### src/rtl/dec_key_pkg.sv
// Shared types and helpers for the decimal key to BCD sequencing controller.
package dec_key_pkg;

  localparam int NUM_KEYS = 10;
  localparam int BCD_W    = 4;

  typedef enum logic [1:0] {
    IDLE,
    DEBOUNCE,
    EMIT,
    WAIT_REL
  } state_e;

  function automatic logic [3:0] popcount10(input logic [NUM_KEYS-1:0] v);
    logic [3:0] n;
    n = '0;
    for (int i = 0; i < NUM_KEYS; i++) n = n + {3'b000, v[i]};
    return n;
  endfunction

  function automatic logic is_onehot(input logic [NUM_KEYS-1:0] v);
    return popcount10(v) == 4'd1;
  endfunction

  function automatic logic [BCD_W-1:0] onehot10_to_bcd(input logic [NUM_KEYS-1:0] v);
    logic [BCD_W-1:0] d;
    d = '0;
    for (int i = 0; i < NUM_KEYS; i++) begin
      if (v[i]) d = BCD_W'(i);
    end
    return d;
  endfunction

endpackage

### src/rtl/dec_key_bcd_ctrl_fifo.sv
// Synchronous show-ahead FIFO holding accepted BCD digits.
module bcd_fifo #(
  parameter int WIDTH = 4,
  parameter int DEPTH = 4
) (
  input  logic                     clk,
  input  logic                     rst_n,
  input  logic                     push,
  input  logic [WIDTH-1:0]         din,
  input  logic                     pop,
  output logic [WIDTH-1:0]         dout,
  output logic [$clog2(DEPTH):0]   count,
  output logic                     full,
  output logic                     empty
);

  localparam int AW = $clog2(DEPTH);
  localparam logic [AW:0] DEPTH_C = (AW + 1)'(DEPTH);

  logic [WIDTH-1:0] mem_q [DEPTH];
  logic [AW-1:0]    wr_q, rd_q;
  logic [AW:0]      count_q;
  logic             do_push, do_pop;

  assign empty   = (count_q == '0);
  assign full    = (count_q == DEPTH_C);
  assign do_pop  = pop && !empty;
  // A push into a full FIFO is still taken when the head leaves in the same cycle.
  assign do_push = push && (!full || do_pop);
  assign count   = count_q;
  assign dout    = empty ? '0 : mem_q[rd_q];

  // NOTE: state updates use non-blocking assignments so every flop samples pre-edge values.
  always_ff @(posedge clk or negedge rst_n) begin
    if (!rst_n) begin
      wr_q    <= '0;
      rd_q    <= '0;
      count_q <= '0;
    end else begin
      if (do_push) wr_q <= wr_q + 1'b1;
      if (do_pop)  rd_q <= rd_q + 1'b1;
      case ({do_push, do_pop})
        2'b10:   count_q <= count_q + 1'b1;
        2'b01:   count_q <= count_q - 1'b1;
        default: count_q <= count_q;
      endcase
    end
  end

  // NOTE: storage is not reset; dout is masked while empty so stale entries never leak out.
  always_ff @(posedge clk) begin
    if (do_push) mem_q[wr_q] <= din;
  end

endmodule

### src/rtl/dec_key_bcd_ctrl.sv
// Debounces ten decimal key lines, rejects multi-key presses and queues one BCD digit per press.
module dec_key_bcd_ctrl
  import dec_key_pkg::*;
#(
  parameter int DEB_CYCLES = 4,
  parameter int FIFO_DEPTH = 4
) (
  input  logic                          clk,
  input  logic                          rst_n,
  input  logic [NUM_KEYS-1:0]           key_in,
  output logic [BCD_W-1:0]              bcd_out,
  output logic                          bcd_valid,
  input  logic                          bcd_ready,
  output logic [$clog2(FIFO_DEPTH):0]   fifo_count,
  output logic                          multi_err,
  output logic                          ovf,
  input  logic                          ovf_clr
);

  localparam int CNT_W = $clog2(DEB_CYCLES);
  localparam logic [CNT_W-1:0] CNT_MAX = CNT_W'(DEB_CYCLES - 1);

  logic [NUM_KEYS-1:0] sync1_q, sync_q;
  state_e              state_q, state_d;
  logic [NUM_KEYS-1:0] snap_q, snap_d;
  logic [CNT_W-1:0]    cnt_q, cnt_d;
  logic                push, pop, full, empty;
  logic                multi_err_q, multi_err_d;
  logic                ovf_q, ovf_d;

  always_ff @(posedge clk or negedge rst_n) begin
    if (!rst_n) begin
      sync1_q     <= '0;
      sync_q      <= '0;
      state_q     <= IDLE;
      snap_q      <= '0;
      cnt_q       <= '0;
      multi_err_q <= 1'b0;
      ovf_q       <= 1'b0;
    end else begin
      sync1_q     <= key_in;
      sync_q      <= sync1_q;
      state_q     <= state_d;
      snap_q      <= snap_d;
      cnt_q       <= cnt_d;
      multi_err_q <= multi_err_d;
      ovf_q       <= ovf_d;
    end
  end

  // NOTE: every output of this block gets a default first, so no path can infer a latch.
  always_comb begin
    state_d     = state_q;
    snap_d      = snap_q;
    cnt_d       = cnt_q;
    push        = 1'b0;
    multi_err_d = 1'b0;
    case (state_q)
      IDLE: begin
        if (sync_q != '0) begin
          snap_d  = sync_q;
          cnt_d   = '0;
          state_d = DEBOUNCE;
        end
      end
      DEBOUNCE: begin
        if (sync_q == '0) begin
          state_d = IDLE;
        end else if (sync_q != snap_q) begin
          snap_d = sync_q;
          cnt_d  = '0;
        end else if (cnt_q != CNT_MAX) begin
          cnt_d = cnt_q + 1'b1;
        end else if (is_onehot(snap_q)) begin
          state_d = EMIT;
        end else begin
          multi_err_d = 1'b1;
          cnt_d       = '0;
          state_d     = WAIT_REL;
        end
      end
      EMIT: begin
        push    = 1'b1;
        cnt_d   = '0;
        state_d = WAIT_REL;
      end
      WAIT_REL: begin
        if (sync_q != '0)        cnt_d   = '0;
        else if (cnt_q == CNT_MAX) state_d = IDLE;
        else                     cnt_d   = cnt_q + 1'b1;
      end
      default: state_d = IDLE;
    endcase
  end

  assign pop   = !empty && bcd_ready;
  // Set has priority over the clear request.
  assign ovf_d = (push && full && !pop) || (ovf_q && !ovf_clr);

  bcd_fifo #(
    .WIDTH(BCD_W),
    .DEPTH(FIFO_DEPTH)
  ) u_fifo (
    .clk  (clk),
    .rst_n(rst_n),
    .push (push),
    .din  (onehot10_to_bcd(snap_q)),
    .pop  (pop),
    .dout (bcd_out),
    .count(fifo_count),
    .full (full),
    .empty(empty)
  );

  assign bcd_valid = !empty;
  assign multi_err = multi_err_q;
  assign ovf       = ovf_q;

endmodule

### config.mk
export PLATFORM = sky130hd
export DESIGN_NAME = dec_key_bcd_ctrl
export DESIGN_NICKNAME = d
export VERILOG_FILES = /design/src/rtl/dec_key_pkg.sv /design/src/rtl/dec_key_bcd_ctrl_fifo.sv /design/src/rtl/dec_key_bcd_ctrl.sv
export SDC_FILE = /design/constraint.sdc
export NUM_CORES = 1
export LEC_CHECK = 0
export CORE_MARGIN = 2
export CORE_UTILIZATION = 53
export CTS_CLUSTER_DIAMETER = 100
export DETAILED_ROUTE_END_ITERATION = 12
export PLACE_DENSITY = 0.75
export REMOVE_ABC_BUFFERS = 1
export SETUP_SLACK_MARGIN = 0.3
export SYNTH_ARGS = -nofsm -noshare
export SYNTH_HDL_FRONTEND = slang
export SYNTH_SLANG_ARGS = --single-unit
### constraint.sdc
create_clock -name clk -period 6.1 [get_ports clk]
set_clock_uncertainty 0.05 [all_clocks]
set_input_delay 0.61 -clock clk [delete_from_list [all_inputs] [get_ports clk]]
set_output_delay 0.61 -clock clk [all_outputs]
set_load 0.05 [all_outputs]
==> summary.md, run 1 <==
| Metric | Value |
|---|---|
| Starting DRT DRC Count | `48` |
| Mapped Area | `between 2000 and 3000 µm²` |
| Nets | `approximately 240` |
| Crit share post-route | `a little over 60%` |
| Synth warnings | `0` |
| GP Congestion | `about 0.95` |
| Critical setup path kind | `flop to flop` |
| Synth top area cells | `dfrtp_1 (41%), edfxtp_1 (19%), fa_1 (5.4%)` |
| Io pins | `24` |
| Starting Density | `55.0%` |
| Yosys top cell area share | `between 40% and 50%` |
| Static leakage | `around 1.3 nW` |
| GRT Residual Overflow | `0` |
| Post-CTS setup buffer count | `0` |
| Largest net degree at the start of global routing | `44` |
| Critical Path AT | `3.90 ns` |
| Skew-Pair Late Insertion Delay | `around 0.33 ns` |
| Status | `complete, no violations` |
| Worst Path Buf+Inv | `3` |
| Number of buffers added on ports | `23` |
| Drt total wl | `a little over 4 mm` |
| CP top delay family | `adder cells` |
| Post-layout utilization of the core | `between 60 and 70%` |
| Hold slack | `between 0.2 and 0.3 ns` |
| CTS Hold Buffers Added | `0` |
| Fin crit period | `~3.7 ns` |
| Cell area power density | `between 300 and 400 nW/µm²` |
| Commonest non-fill, non-tap cell in the layout | `dfrtp_1` |
| Hold Path Class | `flop to flop` |
| WL/cell | `about 14 µm` |
| Crit-path cells | `fa_1, fa_1, inv_1, fa_1, inv_1, ha_1, inv_1, fa_1, a2111oi_0, a21oi_1, nor2_1, a41oi_2, mux2i_1` |
| Peak Freq | `around 0.27 GHz` |
| Syn-to-layout area delta | `19.3%` |
| Drt drc | `0` |
| Max_slew headroom | `around 37%` |
| Element type at the critical path end | `flop` |
| Inserted Diodes | `0` |
| Clock Sink Count | `59` |
| Chip height | `~74 µm` |
| Max-slew violations | `0` |
| Vias in the first global route | `~1500` |
| Setup violations, final | `0` |
| Slowest cell on crit path | `fa_1` |
| Via density | `~5.1` |
| H-tree depth | `3` |
| Max Buffers Root-to-Sink | `2` |
| Global-route wire length before repair | `6.82 mm` |
| Share of cells above drive strength 1 | `16.4%` |
| Initial antenna violation count | `0` |
| Critical Path RT | `~6.3 ns` |
| GRT Total Usage | `about 18%` |
| CP peak stage delay | `between 0.5 and 0.6 ns` |
| Cells resized by post-CTS repair | `0` |
| Total number of vias | `approximately 1500` |
| Startpoint class of the critical path | `flop` |
| Crit-path max FO | `6` |
| Inserted Clock Buffers | `9` |
| Fill count | `about 330` |
| CTS tree | `done` |
| Leading area contributor after synthesis | `dfrtp_1` |
| RSZ-0062 raised after global routing | `false` |
| Total power | `1.14 mW` |
| Syn Area/Cell | `14.2 µm²` |
| Final HPWL DP | `3.12 mm` |
| Hold Vio Cnt, Final | `0` |
| Die X | `~74 µm` |
| Register area share after synthesis | `~60%` |
| Core Region | `~4700 µm²` |
| Die area | `about 5500 µm²` |
| Most frequent cells in the layout | `dfrtp_1 (43), clkdlybuf4s50_1 (22), inv_1 (20)` |
| Slew @ Worst Pin | `0.944 ns` |
| Flops & latches, synth | `59` |
| Setup TNS | `0 ns` |
| Most common cell on crit path | `fa_1` |
| Clk root buf | `clkbuf_8` |
| Final ANT Viol Nets | `0` |
| Drt pass-1 iters | `4` |
| Peak VDD IR | `approximately 0.00018 V` |
| Max-cap violation count | `0` |
| Rows | `25` |
| Synth cell types | `36` |
| Post-Synthesis Cells | `183` |
| Clock slew at reported path FFs | `~0.070 ns` |
registers in the layout (all words and copies together), names as in the netlist, named ones only:
| name | flops |
|---|---|
| sync_q | 10 |
| u_fifo.count | 3 |
| u_fifo.mem_q | 16 |
| cnt_q | 2 |
| sync1_q | 10 |
| state_q | 1 |
| u_fifo.wr_q | 2 |
| u_fifo.rd_q | 2 |
| ovf | 1 |
| snap_q | 10 |
| multi_err | 1 |
layout make-up:
type	instances	area (µm²)	area share, %
clock buffer	13	190	6.14
clock inverter	3	17.5	0.565
inverter	20	75.1	2.42
multi-input combinational	102	950	30.7
sequential	59	1560	50.2
tap	67	83.8	2.71
timing repair buffer	23	225	7.27
per-stage QoR:
| step | area [µm²] | setup slack, ns | std cells |
|---|---|---|---|
| after floorplan | 2580 | 2.59 | 181 |
| after global placement | 2890 | 2.48 | 271 |
| after detailed placement | 2890 | 2.37 | 271 |
| after CTS | 3100 | 2.37 | 287 |
| after global routing | 3100 | 2.16 | 287 |
| final | 3100 | 2.36 | 287 |
worst reg2reg max path: cells and delay by family (launching register included):
kind                       cells  cell delay (ns)
AOI/OAI and AO/OA              3             0.67
muxes                          1             0.16
and+or+nand+nor                1             0.18
DFF                            1             0.46
buffers and inverters          3             0.16
adders and majority gates      5             1.96
cells by family (layout without fill, tap and decap cells):
group | Yosys count | in the layout | synth area share (%)
flip-flops | 59 | 59 | 60.0
AND/OR/NAND/NOR | 38 | 38 | 8.48
buffers and inverters | 22 | 59 | 3.47
multiplexers | 17 | 17 | 8.96
AO/OA/AOI/OAI | 16 | 16 | 4.48
XOR/XNOR | 16 | 16 | 5.40
adder cells (fa/ha/maj) | 15 | 15 | 9.25
report_power, final:
part | internal (mW) | switching (mW)
clock network | 0.204 | 0.143
logic | 0.137 | 0.185
registers | 0.435 | 0.0380
cell usage after synthesis, drive strengths merged:
cell type / instances
nor4b: 1
buf: 1
a21oi: 5
nor3b: 1
and2: 9
nand2b: 1
o32ai: 1
ha: 8
and3: 1
o21bai: 3
xor2: 3
clkbuf: 1
or2: 1
nand3: 1
nor4: 3
mux4: 4
mux2i: 3
or4b: 1
o21ai: 3
a21boi: 1
nor2: 8
mux2: 10
and4: 1
nand4: 2
fa: 7
inv: 20
and3b: 1
or3: 1
edfxtp: 16
a2111oi: 1
nand2: 5
a41oi: 2
xnor2: 13
dfrtp: 43
nor3: 1
routing by layer:
layer | track usage (%) | wire length, µm
met1 | 19.2 | 1680
met3 | 5.42 | 145
met2 | 29.0 | 2160
met4 | 13.5 | 162
met5 | 0 | 0
path summary, 6_finish.rpt:
check | start | end | slack (ns) | cells after the start
min in group asynchronous | rst_n | u_fifo.wr_q[1] | 0.36 | 1
worst min-delay path | sync1_q[1] | sync_q[1] | 0.30 | 0
worst max-delay path | snap_q[5] | cnt_q[1] | 2.36 | 13
worst max register to register | snap_q[5] | cnt_q[1] | 2.36 | 13
max in group asynchronous | rst_n | u_fifo.rd_q[1] | 5.04 | 1
worst min register to register | sync1_q[1] | sync_q[1] | 0.30 | 0
(Power assumes the default switching activity.)
==> inputs of run 2 (changes only) <==
clock period = 3.75 ns   (was 6.1 ns; I/O delays follow)
==> summary.md, run 2 (synthesis gave the netlist of run 1 again) <==
| Metric | Value |
|---|---|
| Crit share post-route | `91.6% (+30 points)` |
| Io pins | `24 (unchanged)` |
| Vias in the first global route | `1613 (+7.0%)` |
| CTS tree | `done` |
| Slew @ Worst Pin | `0.938 ns (-0.00581 ns)` |
| Final Non-Filler Cells | `294 (+2.4%)` |
| DR WL met2 | `2.44 mm (+13%)` |
| Most frequent cells in the layout | `dfrtp_1 (43), clkdlybuf4s50_1 (22), inv_1 (18)` |
| Clock Sink Count | `59 (unchanged)` |
| Crit-path max FO | `3 (-3)` |
| Largest net degree at the start of global routing | `44 (unchanged)` |
| Commonest non-fill, non-tap cell in the layout | `dfrtp_1` |
| Reg2Reg Launch Point | `snap_q[5]` |
| Core Region | `4720 µm² (unchanged)` |
| Hold slack | `0.132 ns (-0.165 ns)` |
| Crit path setup slack, layout | `0.313 ns (-2.05 ns)` |
| DR top layer | `met4` |
| Starting DRT DRC Count | `82 (+71%)` |
| Inserted Clock Buffers | `9 (unchanged)` |
| Number of buffers added on ports | `23 (unchanged)` |
| Chip height | `74.0 µm (unchanged)` |
| Total power | `1.89 mW (+66%)` |
| Setup violations, final | `0 (unchanged)` |
| Max Buffers Root-to-Sink | `2 (unchanged)` |
| Max FFs per register | `16 (unchanged)` |
| Max-cap violation count | `0 (unchanged)` |
| GRT Total Usage | `18.8% (+1.1 points)` |
| Static leakage | `1.30 nW (+2.3%)` |
| Drt drc | `0 (unchanged)` |
| Inserted Diodes | `0 (unchanged)` |
| Critical Path AT | `3.59 ns (-0.31 ns)` |
| Startpoint class of the critical path | `flop` |
| Clk root buf | `clkbuf_8` |
| RSZ-0062 raised after global routing | `true` |
| Total number of vias | `1498 (+1.4%)` |
| Cell area power density | `595 nW/µm² (+61%)` |
| Starting Density | `55.0% (unchanged)` |
| Critical Path RT | `3.90 ns (-2.36 ns)` |
| Max-slew violations | `0 (unchanged)` |
| Nets | `251 (+2.9%)` |
| Rows | `25 (unchanged)` |
| WL met1 | `1.76 mm (+4.6%)` |
| H-tree depth | `3 (unchanged)` |
| Critical setup path kind | `flop to flop` |
| Hold Path Class | `input pin to asynchronous set/reset pin` |
| Max_slew headroom | `37.3% (+0.25 points)` |
| Skew-Pair Late Insertion Delay | `0.33 ns (about the same)` |
| Die area | `5470 µm² (unchanged)` |
| Largest register by flop count | `u_fifo.mem_q` |
| DR WL met3 | `119 µm (-18%)` |
| Post-placement cell count | `273 (+0.74%)` |
| GRT Residual Overflow | `0 (unchanged)` |
| Initial antenna violation count | `0 (unchanged)` |
| Drt total wl | `4.39 mm (+5.6%)` |
| Peak VDD IR | `0.000323 V (+84%)` |
| Drt pass-1 iters | `4 (unchanged)` |
| GP Congestion | `0.937 (-0.89%)` |
| Hold Vio Cnt, Final | `0 (unchanged)` |
| CTS Hold Buffers Added | `0 (unchanged)` |
| Final ANT Viol Nets | `0 (unchanged)` |
| Final HPWL DP | `3.17 mm (+1.7%)` |
| Final instance area | `3180 µm² (+2.5%)` |
| WL/cell | `14.9 µm (+3.1%)` |
| Via density | `5.10 (-0.99%)` |
| Share of cells above drive strength 1 | `21.6% (+5.2 points)` |
| Syn-to-layout area delta | `22.4%` |
| Clock slew at reported path FFs | `0.07 ns (about the same)` |
| Fin crit period | `3.44 ns (-0.299 ns)` |
| Element type at the critical path end | `flop` |
| Pre-CTS WS | `-0.00220 ns (-2.37 ns)` |
| Worst setup path start | `snap_q[5]` |
| Global-route wire length before repair | `7.35 mm (+7.8%)` |
| Die X | `74.0 µm (unchanged)` |
| Dpl cell area | `2910 µm² (+0.52%)` |
| Peak Freq | `0.291 GHz (+8.7%)` |
| Status | `complete, no violations` |
-- run 2: changes by cell type in the layout (fill, tap and decap cells not counted), sizes merged --
cell / previous run / this run
buf: 1 / 8
clkinv: 2 / 1
inv: 20 / 21
-- run 2: layer usage --
metal | track usage (%) | vias to the layer above
met5 | 0 | -
met4 | 10.3 | 0
met3 | 5.28 | 6
met2 | 33.2 | 24
met1 | 20.3 | 764
li1 | - | 704
-- run 2: worst paths after layout --
path,to,slack [ns],cells past startpoint
min,u_fifo.wr_q[0],0.13,1
min reg2reg,sync_q[0],0.30,0
max in group asynchronous,u_fifo.rd_q[0],2.93,1
max,cnt_q[1],0.31,13
min in group clk,sync_q[0],0.30,0
max reg2reg,cnt_q[1],0.31,13
-- run 2: worst max-delay path: stages, from the launching register on --
cell and delay, ns:
dfrtp_1 0.40, fa_1 0.51, fa_1 0.51, inv_1 0.05, fa_1 0.45, inv_2 0.08, ha_4 0.12, inv_2 0.03
fa_2 0.36, a2111oi_4 0.19, a21oi_1 0.08, nor2_2 0.16, a41oi_2 0.17, mux2i_1 0.15
-- run 2: area by class of cell --
class	instances	area, µm²
sequential	59	1560
fill	344	1550
multi-input combinational	102	986
timing repair buffer	30	278
clock buffer	13	179
tap	67	83.8
inverter	20	75.1
clock inverter	3	18.8
-- run 2: stage by stage --
step           TNS (ns)  utilization (%)
5_1_grt               0             67.3
3_5_place_dp   -0.00220             61.5
6_report              0             67.3
3_3_place_gp          0             61.5
2_1_floorplan         0                -
4_1_cts               0             67.2
-- run 2: report_power, final --
group          total (mW)  internal (mW)  switching, mW  leakage (nW)
Clock               0.548          0.311          0.236         0.102
Combinational       0.575          0.248          0.326         0.535
Sequential          0.768          0.707         0.0608         0.667
-- run 2: repair_timing --
action / 4_1_cts / 5_1_grt
setup endpoints to repair: 4 / 4
buffers inserted: 5 / 0
pin swaps: 8 / 5
resized for setup: 8 / 1
endpoints found under the hold margin: 0 / 0
